## src/rtl/mem_bus_arbiter_if.sv

```systemverilog
// Signal bundle between two bus masters, the arbiter and a synchronous memory.
// The arbiter uses the slave modport; the environment driving masters and memory uses master.
interface mem_bus_arbiter_if;
  logic        m0_req;
  logic        m1_req;
  logic [31:0] m0_addr;
  logic [31:0] m1_addr;
  logic [31:0] m0_wdata;
  logic [31:0] m1_wdata;
  logic [3:0]  m0_byte_en;
  logic [3:0]  m1_byte_en;
  logic        m0_we;
  logic        m1_we;
  logic        m0_gnt;
  logic        m1_gnt;
  logic        m0_rvalid;
  logic        m1_rvalid;
  logic [31:0] m0_rdata;
  logic [31:0] m1_rdata;
  logic [31:0] bus_addr;
  logic [31:0] bus_data_i;
  logic [3:0]  bus_data_en;
  logic        bus_write_en;
  logic [31:0] bus_data_o;

  modport slave (
    input  m0_req, m1_req, m0_addr, m1_addr, m0_wdata, m1_wdata,
    input  m0_byte_en, m1_byte_en, m0_we, m1_we, bus_data_o,
    output m0_gnt, m1_gnt, m0_rvalid, m1_rvalid, m0_rdata, m1_rdata,
    output bus_addr, bus_data_i, bus_data_en, bus_write_en
  );

  modport master (
    output m0_req, m1_req, m0_addr, m1_addr, m0_wdata, m1_wdata,
    output m0_byte_en, m1_byte_en, m0_we, m1_we, bus_data_o,
    input  m0_gnt, m1_gnt, m0_rvalid, m1_rvalid, m0_rdata, m1_rdata,
    input  bus_addr, bus_data_i, bus_data_en, bus_write_en
  );
endinterface

```

## src/rtl/mem_bus_arbiter.sv

```systemverilog
// Two-master arbiter onto a synchronous memory bus with tagged read-return routing.
// Define MEM_ARB_ROUND_ROBIN_EN for round-robin contention; otherwise port 0 has fixed priority.
module mem_bus_arbiter #(
  parameter int READ_LATENCY = 1
) (
  input logic              clk,
  input logic              rst_n,
  mem_bus_arbiter_if.slave mif
);

  // Only latencies of 1 and 2 are meaningful; anything else behaves as 1.
  localparam int DEPTH = (READ_LATENCY == 2) ? 2 : 1;

  logic       gnt_valid_s;
  logic       gnt_port_s;
  logic       contend_port_s;
  logic       read_s;
  logic [1:0] tag_push_s;
  // Tags are kept one-hot {m1, m0} so the last stage drives rvalid straight from flops.
  logic [1:0] tag_r [DEPTH];

`ifdef MEM_ARB_ROUND_ROBIN_EN
  logic ptr_r;

  // Priority pointer hands contention to the port that did not win last
  always_ff @(posedge clk or negedge rst_n) begin
    if (!rst_n) begin
      ptr_r <= 1'b0;
    end else if (gnt_valid_s) begin
      ptr_r <= ~gnt_port_s;
    end else begin
      ptr_r <= ptr_r;
    end
  end

  assign contend_port_s = ptr_r;
`else
  assign contend_port_s = 1'b0;
`endif

  // Arbitration: pick the winning port, nothing while reset is held
  always_comb begin
    gnt_valid_s = 1'b0;
    gnt_port_s  = 1'b0;
    if (!rst_n) begin
      gnt_valid_s = 1'b0;
      gnt_port_s  = 1'b0;
    end else begin
      case ({mif.m1_req, mif.m0_req})
        2'b01: begin
          gnt_valid_s = 1'b1;
          gnt_port_s  = 1'b0;
        end
        2'b10: begin
          gnt_valid_s = 1'b1;
          gnt_port_s  = 1'b1;
        end
        2'b11: begin
          gnt_valid_s = 1'b1;
          gnt_port_s  = contend_port_s;
        end
        default: begin
          gnt_valid_s = 1'b0;
          gnt_port_s  = 1'b0;
        end
      endcase
    end
  end

  // Grant decode, bus mux and read-tag generation
  always_comb begin
    mif.m0_gnt       = gnt_valid_s & ~gnt_port_s;
    mif.m1_gnt       = gnt_valid_s & gnt_port_s;
    mif.bus_addr     = 32'h0000_0000;
    mif.bus_data_i   = 32'h0000_0000;
    mif.bus_data_en  = 4'h0;
    mif.bus_write_en = 1'b0;
    read_s           = 1'b0;
    if (gnt_valid_s && gnt_port_s) begin
      mif.bus_addr     = mif.m1_addr;
      mif.bus_data_i   = mif.m1_wdata;
      mif.bus_data_en  = mif.m1_byte_en;
      mif.bus_write_en = mif.m1_we;
      read_s           = ~mif.m1_we;
    end else if (gnt_valid_s) begin
      mif.bus_addr     = mif.m0_addr;
      mif.bus_data_i   = mif.m0_wdata;
      mif.bus_data_en  = mif.m0_byte_en;
      mif.bus_write_en = mif.m0_we;
      read_s           = ~mif.m0_we;
    end else begin
      read_s           = 1'b0;
    end
    tag_push_s = {read_s & gnt_port_s, read_s & ~gnt_port_s};
  end

  // Read-tag shift pipeline; reset drops every read still in flight
  always_ff @(posedge clk or negedge rst_n) begin
    if (!rst_n) begin
      for (int i = 0; i < DEPTH; i++) begin
        tag_r[i] <= 2'b00;
      end
    end else begin
      tag_r[0] <= tag_push_s;
      for (int i = 1; i < DEPTH; i++) begin
        tag_r[i] <= tag_r[i-1];
      end
    end
  end

  assign mif.m0_rvalid = tag_r[DEPTH-1][0];
  assign mif.m1_rvalid = tag_r[DEPTH-1][1];
  assign mif.m0_rdata  = mif.bus_data_o;
  assign mif.m1_rdata  = mif.bus_data_o;

endmodule

```

## src/flat_wrapper.sv

```systemverilog
// flat-port wrapper written by rule: the top's interface ports become plain ports
module mem_bus_arbiter_flat 
#(
  parameter int READ_LATENCY = 1
)
  (clk, rst_n, mif_m0_req, mif_m1_req, mif_m0_addr, mif_m1_addr, mif_m0_wdata, mif_m1_wdata, mif_m0_byte_en, mif_m1_byte_en, mif_m0_we, mif_m1_we, mif_bus_data_o, mif_m0_gnt, mif_m1_gnt, mif_m0_rvalid, mif_m1_rvalid, mif_m0_rdata, mif_m1_rdata, mif_bus_addr, mif_bus_data_i, mif_bus_data_en, mif_bus_write_en);
  mem_bus_arbiter_if mif_i ();
  input logic clk;
  input logic rst_n;
  input wire logic [$bits(mif_i.m0_req)-1:0] mif_m0_req;
  input wire logic [$bits(mif_i.m1_req)-1:0] mif_m1_req;
  input wire logic [$bits(mif_i.m0_addr)-1:0] mif_m0_addr;
  input wire logic [$bits(mif_i.m1_addr)-1:0] mif_m1_addr;
  input wire logic [$bits(mif_i.m0_wdata)-1:0] mif_m0_wdata;
  input wire logic [$bits(mif_i.m1_wdata)-1:0] mif_m1_wdata;
  input wire logic [$bits(mif_i.m0_byte_en)-1:0] mif_m0_byte_en;
  input wire logic [$bits(mif_i.m1_byte_en)-1:0] mif_m1_byte_en;
  input wire logic [$bits(mif_i.m0_we)-1:0] mif_m0_we;
  input wire logic [$bits(mif_i.m1_we)-1:0] mif_m1_we;
  input wire logic [$bits(mif_i.bus_data_o)-1:0] mif_bus_data_o;
  output wire logic [$bits(mif_i.m0_gnt)-1:0] mif_m0_gnt;
  output wire logic [$bits(mif_i.m1_gnt)-1:0] mif_m1_gnt;
  output wire logic [$bits(mif_i.m0_rvalid)-1:0] mif_m0_rvalid;
  output wire logic [$bits(mif_i.m1_rvalid)-1:0] mif_m1_rvalid;
  output wire logic [$bits(mif_i.m0_rdata)-1:0] mif_m0_rdata;
  output wire logic [$bits(mif_i.m1_rdata)-1:0] mif_m1_rdata;
  output wire logic [$bits(mif_i.bus_addr)-1:0] mif_bus_addr;
  output wire logic [$bits(mif_i.bus_data_i)-1:0] mif_bus_data_i;
  output wire logic [$bits(mif_i.bus_data_en)-1:0] mif_bus_data_en;
  output wire logic [$bits(mif_i.bus_write_en)-1:0] mif_bus_write_en;
  assign mif_i.m0_req = mif_m0_req;
  assign mif_i.m1_req = mif_m1_req;
  assign mif_i.m0_addr = mif_m0_addr;
  assign mif_i.m1_addr = mif_m1_addr;
  assign mif_i.m0_wdata = mif_m0_wdata;
  assign mif_i.m1_wdata = mif_m1_wdata;
  assign mif_i.m0_byte_en = mif_m0_byte_en;
  assign mif_i.m1_byte_en = mif_m1_byte_en;
  assign mif_i.m0_we = mif_m0_we;
  assign mif_i.m1_we = mif_m1_we;
  assign mif_i.bus_data_o = mif_bus_data_o;
  assign mif_m0_gnt = mif_i.m0_gnt;
  assign mif_m1_gnt = mif_i.m1_gnt;
  assign mif_m0_rvalid = mif_i.m0_rvalid;
  assign mif_m1_rvalid = mif_i.m1_rvalid;
  assign mif_m0_rdata = mif_i.m0_rdata;
  assign mif_m1_rdata = mif_i.m1_rdata;
  assign mif_bus_addr = mif_i.bus_addr;
  assign mif_bus_data_i = mif_i.bus_data_i;
  assign mif_bus_data_en = mif_i.bus_data_en;
  assign mif_bus_write_en = mif_i.bus_write_en;
  mem_bus_arbiter #(.READ_LATENCY(READ_LATENCY)) u_core (.clk(clk), .rst_n(rst_n), .mif(mif_i));
endmodule
```

## config.mk

```make
export PLATFORM = sky130hd
export DESIGN_NAME = mem_bus_arbiter_flat
export DESIGN_NICKNAME = d
export VERILOG_FILES = /design/src/rtl/mem_bus_arbiter_if.sv /design/src/rtl/mem_bus_arbiter.sv /design/src/flat_wrapper.sv
export SDC_FILE = /design/constraint.sdc
export NUM_CORES = 1
export LEC_CHECK = 0
export ABC_AREA = 1
export BUFFER_PORTS_ARGS = -buffer_cell sky130_fd_sc_hd__buf_2
export CAP_MARGIN = 10
export CORE_AREA = 5 5 117 119
export DETAILED_ROUTE_END_ITERATION = 8
export DIE_AREA = 0 0 122 124
export SYNTH_ARGS = -nofsm -noshare
export SYNTH_HDL_FRONTEND = slang
export SYNTH_SLANG_ARGS = --single-unit
```

## constraint.sdc

```tcl
create_clock -name clk -period 1.2 [get_ports clk]
set_input_delay 0.18 -clock clk [delete_from_list [all_inputs] [get_ports clk]]
set_output_delay 0.18 -clock clk [all_outputs]
set_load 0.1 [all_outputs]
```

=== Word-level counts from Yosys, hierarchy flattened ===
Cells that the tools add are included.

* Equality and inequality tests: 3
* Multiplexer cells: 14
* Bitwise operators: 7
* Reduce and logical (&&, ||, !) cells: 2

{| class="wikitable"
|+ Operators with widths
! cell !! count
|-
| 32-bit 2-to-1 mux || 4
|-
| 1-bit 2-to-1 mux || 8
|-
| 4-bit 2-to-1 mux || 2
|-
| 1-bit AND || 4
|-
| 2-bit == test (second input constant) || 2
|-
| 1-bit NOT || 3
|-
| 3-bit OR reduction || 1
|-
| 2-bit by 1-bit == test with 1-bit output (second input constant) || 1
|-
| 1-bit logical AND || 1
|}

* Register bits: 2
* Input port bits: 174

=== Depth between registers and ports, before layout ===
Gate-level depths: netlist of run 1.

* Depth after elaboration: 7
* Gate-level depth with buffers: 6

=== Worst setup path after synthesis of run 1 ===
No wires, ideal clock.

* Kind: input to output
* From: input port rst_n
* To: output port mif_m1_gnt
* Data arrival time: 1.827 ns
* Data required time: 1.020 ns
* Path slack: -0.807 ns
* Cell stages on the path: 4
* Buffers on the path: 2
* Cell sequence: buf_2 -> buf_2 -> nand2_1 -> nor2_1

* Word-level cells in the longest chain between the ends: 2

{| class="wikitable"
|+ Ends and longest elaborated chain
! what !! RTL line !! RTL
|-
| from (decl) || flat_wrapper.sv:9 || <nowiki>input logic rst_n;</nowiki>
|-
| 1-bit 2-to-1 mux || mem_bus_arbiter.sv:45 || <nowiki>if (!rst_n) begin</nowiki>
|-
| 1-bit AND (*) || mem_bus_arbiter.sv:73 || <nowiki>mif.m1_gnt = gnt_valid_s & gnt_port_s;</nowiki>
|-
| to (decl) || flat_wrapper.sv:22 || <nowiki>output wire logic [$bits(mif_i.m1_gnt)-1:0] mif_m1_gnt;</nowiki>
|}

Mark *: on every way between the ends. The rest lies on a longest branch, timed or not.

=== Worst setup path after layout of run 1 ===
* From: input port rst_n
* To: output port mif_bus_data_i[26]

* Word-level cells in the longest chain between the ends: 3

{| class="wikitable"
|+ Ends and longest elaborated chain
! what !! RTL line !! RTL
|-
| 1-bit 2-to-1 mux || mem_bus_arbiter.sv:45 ||
|-
| 32-bit 2-to-1 mux / 1-bit logical AND (equally long branches) || mem_bus_arbiter.sv:85, mem_bus_arbiter.sv:79 ||
|-
| 32-bit 2-to-1 mux (*) || mem_bus_arbiter.sv:79 || <nowiki>if (gnt_valid_s && gnt_port_s) begin</nowiki>
|-
| to (decl) || flat_wrapper.sv:28 || <nowiki>output wire logic [$bits(mif_i.bus_data_i)-1:0] mif_bus_data_i;</nowiki>
|}

Marked as above.

==> results.py, run 1 <==
metrics = {
    "worst_setup_path": {
        "required_ns": 1.02,
        "timing_worst_setup_path_type": "primary input to output pin",
        "crit_path_start_kind": "primary input",
        "critPathArrivalTime_ns": 1.07,
        "cp_max_fo": 6,
        "cp-end-kind": "output pin",
    },
    "route": {
        "viasPerCell": 4.29,
        "detail_route.iter0.violations": 77,
        "wire_per_inst_um": 17.4,
        "drt_first_pass_iters": 4,
        "wl_um": 11300,
        "postRouteAntennaNets": 0,
        "drc": 0,
        "vias": 2781,
    },
    "power_and_ir_drop": {
        "ir_drop_mv": 0.380,
        "power.total_mw": 3.49,
        "pwr_density_cell_nw_per_um2": 664,
        "cellLeakagePower_nw": 2.52,
    },
    "run_status": {
        "status": "finished, violations left",
        "violations": "setup timing",
    },
    "floorplan": {
        "num_rows": 41,
        "die-area_um2": 15100,
        "initial_core_util_pct": 13.3,
        "pin_count": 311,
        "die_h_um": 124,
        "fp.dieW_um": 122,
        "core_um2": 12500,
    },
    "layout": {
        "largest_registers": "u_core.tag_r (2)",
        "largest_register": "u_core.tag_r",
        "final_common_cell": "buf_2",
        "final_cell_mix": "138 x buf_2, 89 x nand2_4, 87 x buf_12",
        "drive_gt1_share_pct": 82.8,
        "syn_to_final_growth_pct": 218,
        "largest_reg_flops": 2,
        "design_area_um2": 5260,
        "diodes": 0,
        "finalNetCount": 653,
        "final_core_util_pct": 42.2,
    },
    "clock_network": {
        "cts_hold_buf": 0,
        "root_buffer": "clkbuf_16",
        "clkSinkCount": 2,
        "cts.htree.levels": 1,
        "numCtsBuffers": 3,
        "cts_tree": "yes",
        "cts_buffer_depth": 2,
        "path_clk_slew_ns": 0.03,
    },
    "timing": {
        "maxSlewHeadroom_pct": 82.1,
        "tightest_slew_ns": 0.267,
        "finalCritPeriodShare_pct": 104,
        "period_needed_ns": 1.25,
        "fin_hold_ws_ns": 0.0386,
        "max_freq_ghz": 0.799,
        "worst_slack_ns": -0.0509,
        "slew_violations": 0,
        "rsz0062_at_grt": "yes",
        "finalSetupViolCount": 30,
        "finalHoldViolations": 0,
    },
    "synth": {
        "yosysUniqueCellTypes": 9,
        "synth_xor_area_share_pct": 0,
        "synth_seq_area_share_pct": 3.03,
        "synthMuxAreaShare_pct": 0,
        "syn-num-nets": 484,
        "synth_compound_area_share_pct": 0,
        "synth_fa_ha_area_share_pct": 0,
        "syn_area_per_cell_um2": 5.34,
        "synth_seq_cells": 2,
        "synth_top_family_by_area": "simple AND/OR/NAND/NOR gates",
        "synthSimpleGateAreaFrac_pct": 58.6,
        "synth_cells": 310,
        "yosys_warnings": 0,
        "synth_area_um2": 1650,
    },
    "grt": {
        "grt_max_degree": 35,
        "grt_first_pass_wirelength_um": 14800,
        "antenna_found_initial": 0,
        "grt_overflow_total": 0,
        "grt_pass1_vias": 2832,
        "grt_usage_pct": 12.5,
    },
    "placement": {
        "postPlaceCellArea_um2": 4260,
        "io_buffers": 214,
        "gp_congestion": 0.732,
        "hpwl_um": 7750,
        "place_ws_ns": -0.191,
    },
    "run": {
        "max_cap_viol_count": 0,
    },
    "min_path": {
        "min_path_type": "primary input to async pin",
    },
}
[power by group]
group / total, mW / internal (mW) / switching [mW] / leakage [nW]
registers: 0.0721 / 0.0702 / 0.00189 / 0.0272
logic: 2.92 / 1.15 / 1.77 / 2.45
clock network: 0.496 / 0.424 / 0.0724 / 0.0370
[logic make-up (layout without fill, tap and decap cells)]
kind of cell / count (synthesis) / count (layout)
buf+inv: 96 / 263
simple gates: 212 / 212
flops: 2 / 2
[critical path, cell delays in order]
cell and delay (ns):
buf_12 0.11, buf_12 0.12, buf_6 0.10, nand4_1 0.24, nand2_8 0.15, buf_12 0.17
[layout make-up]
cell class / count / area, um^2
inverter: 2 / 27.5
clock buffer: 3 / 75.1
fill: 1201 / 7210
tap: 172 / 215
multi-input combinational: 212 / 1890
sequential: 2 / 50.0
timing repair buffer: 258 / 3000
[path summary, 6_finish.rpt]
kind / slack, ns / depth (start not counted) / endpoint / from
setup / recovery: -0.05 / 6 / mif_bus_data_i[26] / rst_n
hold / removal: 0.04 / 3 / u_core.tag_r[1] / rst_n
max in group asynchronous: 1.06 / 3 / u_core.tag_r[0] / rst_n
min in group clk: 0.15 / 2 / u_core.tag_r[1] / mif_m1_we
[synthesized netlist by cell type]
library cell    n  area, um^2
inv_2           2        7.51
nand4_1        69         432
clkbuf_1       11        41.3
nor3_1          1        5.00
nand2_1       140         526
buf_2          15        75.1
buf_4          68         510
nor2_1          2        7.51
dfrtp_1         2        50.1
[per-stage QoR]
stage	instances	setup TNS, ns
floorplan	310	-1.38
global placement	621	-7.04
detailed placement	621	-7.58
CTS	634	-3.30
global route	649	-2.47
finish	649	-0.458
[per-layer routing]
| metal | track usage (%) | part of all wire [%] |
|---|---|---|
| met5 | 0 | 0 |
| met4 | 3.22 | 2.0 |
| met3 | 4.86 | 9.2 |
| met2 | 23.9 | 52 |
| met1 | 12.5 | 37 |
[repair_timing]
item,CTS,global route
resized for setup,74,57
endpoints found under the hold margin,0,0
setup endpoints to repair,70,71
buffers inserted,4,7
pin swaps,21,44
gates cloned,6,9
Note: power is estimated with default switching activity, not from simulation.
==> run 2: changes to the inputs <==
==> constraint.sdc (replaced) <==
create_clock -name clk -period 1.2 [get_ports clk]
set_input_delay 0.24 -clock clk [delete_from_list [all_inputs] [get_ports clk]]
set_output_delay 0.24 -clock clk [all_outputs]
set_load 0.1 [all_outputs]
==> run 2 against run 1 <==
Net effect: the flow still finishes with violations (setup timing); sequential power about the same; final area increased by 15%; critical path depth is 2 higher; first-iteration DRC count up 13%; via count increased by 4.1%; maximum frequency down 10%; flip-flop and latch count is the same; non-clock buffer count down 5; setup slack got worse by 0.14 ns; critical path type unchanged; largest power group unchanged.
==> results.py, run 2 (synthesis gave the netlist of run 1 again) <==
metrics = {
    "power_and_ir_drop": {
        "ir_drop_mv": 0.254,
        "netSwitchingFraction_pct": 53.6,
        "seq_power_share_pct": 1.9,
        "pwr_density_cell_nw_per_um2": 626,
        "power.internal_mw": 1.76,
        "p_sw_mw": 2.04,
        "power.share.clock_pct": 13.3,
        "comb_power_share_pct": 84.8,
        "power.total_mw": 3.80,
        "cellLeakagePower_nw": 2.66,
    },
    "floorplan": {
        "core_um2": 12500,
        "initial_core_util_pct": 13.3,
        "die_h_um": 124,
        "die-area_um2": 15100,
        "fp.dieW_um": 122,
        "pin_count": 311,
        "num_rows": 41,
    },
    "min_path": {
        "min_path_type": "primary input to async pin",
    },
    "clock_network": {
        "cts_hold_buf": 0,
        "cts_buffer_depth": 2,
        "root_buffer": "clkbuf_16",
        "cts_tree": "yes",
        "clkSinkCount": 2,
        "path_clk_slew_ns": 0.03,
        "cts.htree.levels": 1,
        "numCtsBuffers": 3,
    },
    "layout": {
        "diodes": 0,
        "finalNetCount": 648,
        "largest_reg_flops": 2,
        "syn_to_final_growth_pct": 267,
        "drive_gt1_share_pct": 84.5,
        "final_common_cell": "buf_2",
        "final_cell_mix": "138 x buf_2, 84 x nand2_8, 84 x buf_12",
        "largest_registers": "u_core.tag_r (2)",
        "design_area_um2": 6060,
        "largest_register": "u_core.tag_r",
    },
    "run": {
        "max_cap_viol_count": 0,
    },
    "route": {
        "postRouteAntennaNets": 0,
        "drc": 0,
        "wl_um": 13200,
        "detail_route.iter0.violations": 87,
        "wire_per_inst_um": 20.5,
        "vias": 2894,
        "viasPerCell": 4.49,
        "drt_first_pass_iters": 4,
    },
    "timing": {
        "finalSetupViolCount": 71,
        "maxSlewHeadroom_pct": 82.3,
        "slew_violations": 0,
        "max_freq_ghz": 0.718,
        "finalHoldViolations": 0,
        "rsz0062_at_grt": "yes",
        "finalCritPeriodShare_pct": 116,
        "worst_slack_ns": -0.193,
        "period_needed_ns": 1.39,
        "tightest_slew_ns": 0.265,
    },
    "placement": {
        "io_buffers": 214,
        "gp_congestion": 0.742,
        "hpwl_um": 9470,
        "postPlaceCellArea_um2": 4860,
    },
    "run_status": {
        "violations": "setup timing",
        "status": "finished, violations left",
    },
    "worst_setup_path": {
        "required_ns": 0.96,
        "cp_max_fo": 6,
        "timing_worst_setup_path_type": "primary input to output pin",
        "crit_path_start_kind": "primary input",
        "critPathArrivalTime_ns": 1.15,
        "cp-end-kind": "output pin",
    },
    "grt": {
        "grt_usage_pct": 16.1,
        "grt_first_pass_wirelength_um": 18700,
        "grt_pass1_vias": 3162,
        "antenna_found_initial": 0,
        "grt_overflow_total": 0,
        "grt_max_degree": 40,
    },
}
==> run 2: worst max-delay path by stage <==
| stage | from | cells after the start | slack (ns) | to |
|---|---|---|---|---|
| floorplan | rst_n | 4 | -0.04 | mif_m1_gnt |
| global placement | mif_m0_req | 6 | -0.31 | mif_bus_addr[15] |
| detailed placement | mif_m0_req | 6 | -0.34 | mif_bus_addr[15] |
| CTS | mif_m0_req | 8 | -0.19 | mif_bus_addr[2] |
| global route | mif_m0_req | 8 | -0.23 | mif_bus_addr[5] |
| finish | mif_m0_req | 8 | -0.19 | mif_bus_addr[5] |
==> run 2: metrics by stage <==
step / hold WS, ns / TNS [ns] / util (%) / setup slack, ns / std cells
6_report: 0.171 / -11.72 / 48.7 / -0.193 / 644
3_5_place_dp: 0.314 / -19.97 / 39.0 / -0.341 / 617
3_3_place_gp: 0.320 / -18.60 / 39.0 / -0.315 / 617
2_1_floorplan: -0.0556 / -0.349 / - / -0.0393 / 310
5_1_grt: 0.179 / -14.15 / 48.7 / -0.229 / 644
4_1_cts: 0.168 / -11.33 / 46.2 / -0.192 / 640
==> run 2: power by group through the flow <==
stage          registers, mW  clock network [mW]  logic [mW]
3_5_place_dp          0.0730                   0        2.75
4_1_cts               0.0723               0.512        3.12
5_1_grt               0.0723               0.524        3.34
2_1_floorplan         0.0874                   0        2.73
6_report              0.0721               0.504        3.22
3_3_place_gp          0.0731                   0        2.73
==> run 2: critical path, cell delays in order <==
cell	delay (ns)
buf_12	0.12
nand2_8	0.08
clkinv_8	0.06
buf_12	0.14
buf_16	0.15
nand2_2	0.11
nand2_8	0.06
buf_12	0.17
==> run 2: metal layers <==
metal,track usage [%],vias up,part of all wire (%)
met2,31.2,198,57
met3,4.41,24,9.3
met5,0,-,0
met4,4.83,0,1.9
met1,17.0,1352,31
li1,-,1320,-
==> run 2: area by class of cell <==
cell class                 count  area [um^2]
fill                        1091         6400
timing repair buffer         253         2980
multi-input combinational    212         2700
tap                          172          215
clock buffer                   3         75.1
sequential                     2         50.0
inverter                       2         36.3
==> run 2: timing repair <==
| action | in CTS | in global routing |
|---|---|---|
| pin swaps | 81 | 51 |
| endpoints found under the setup margin | 71 | 71 |
| gates cloned | 11 | 3 |
| gates resized for setup | 117 | 40 |
| setup buffers | 10 | 1 |
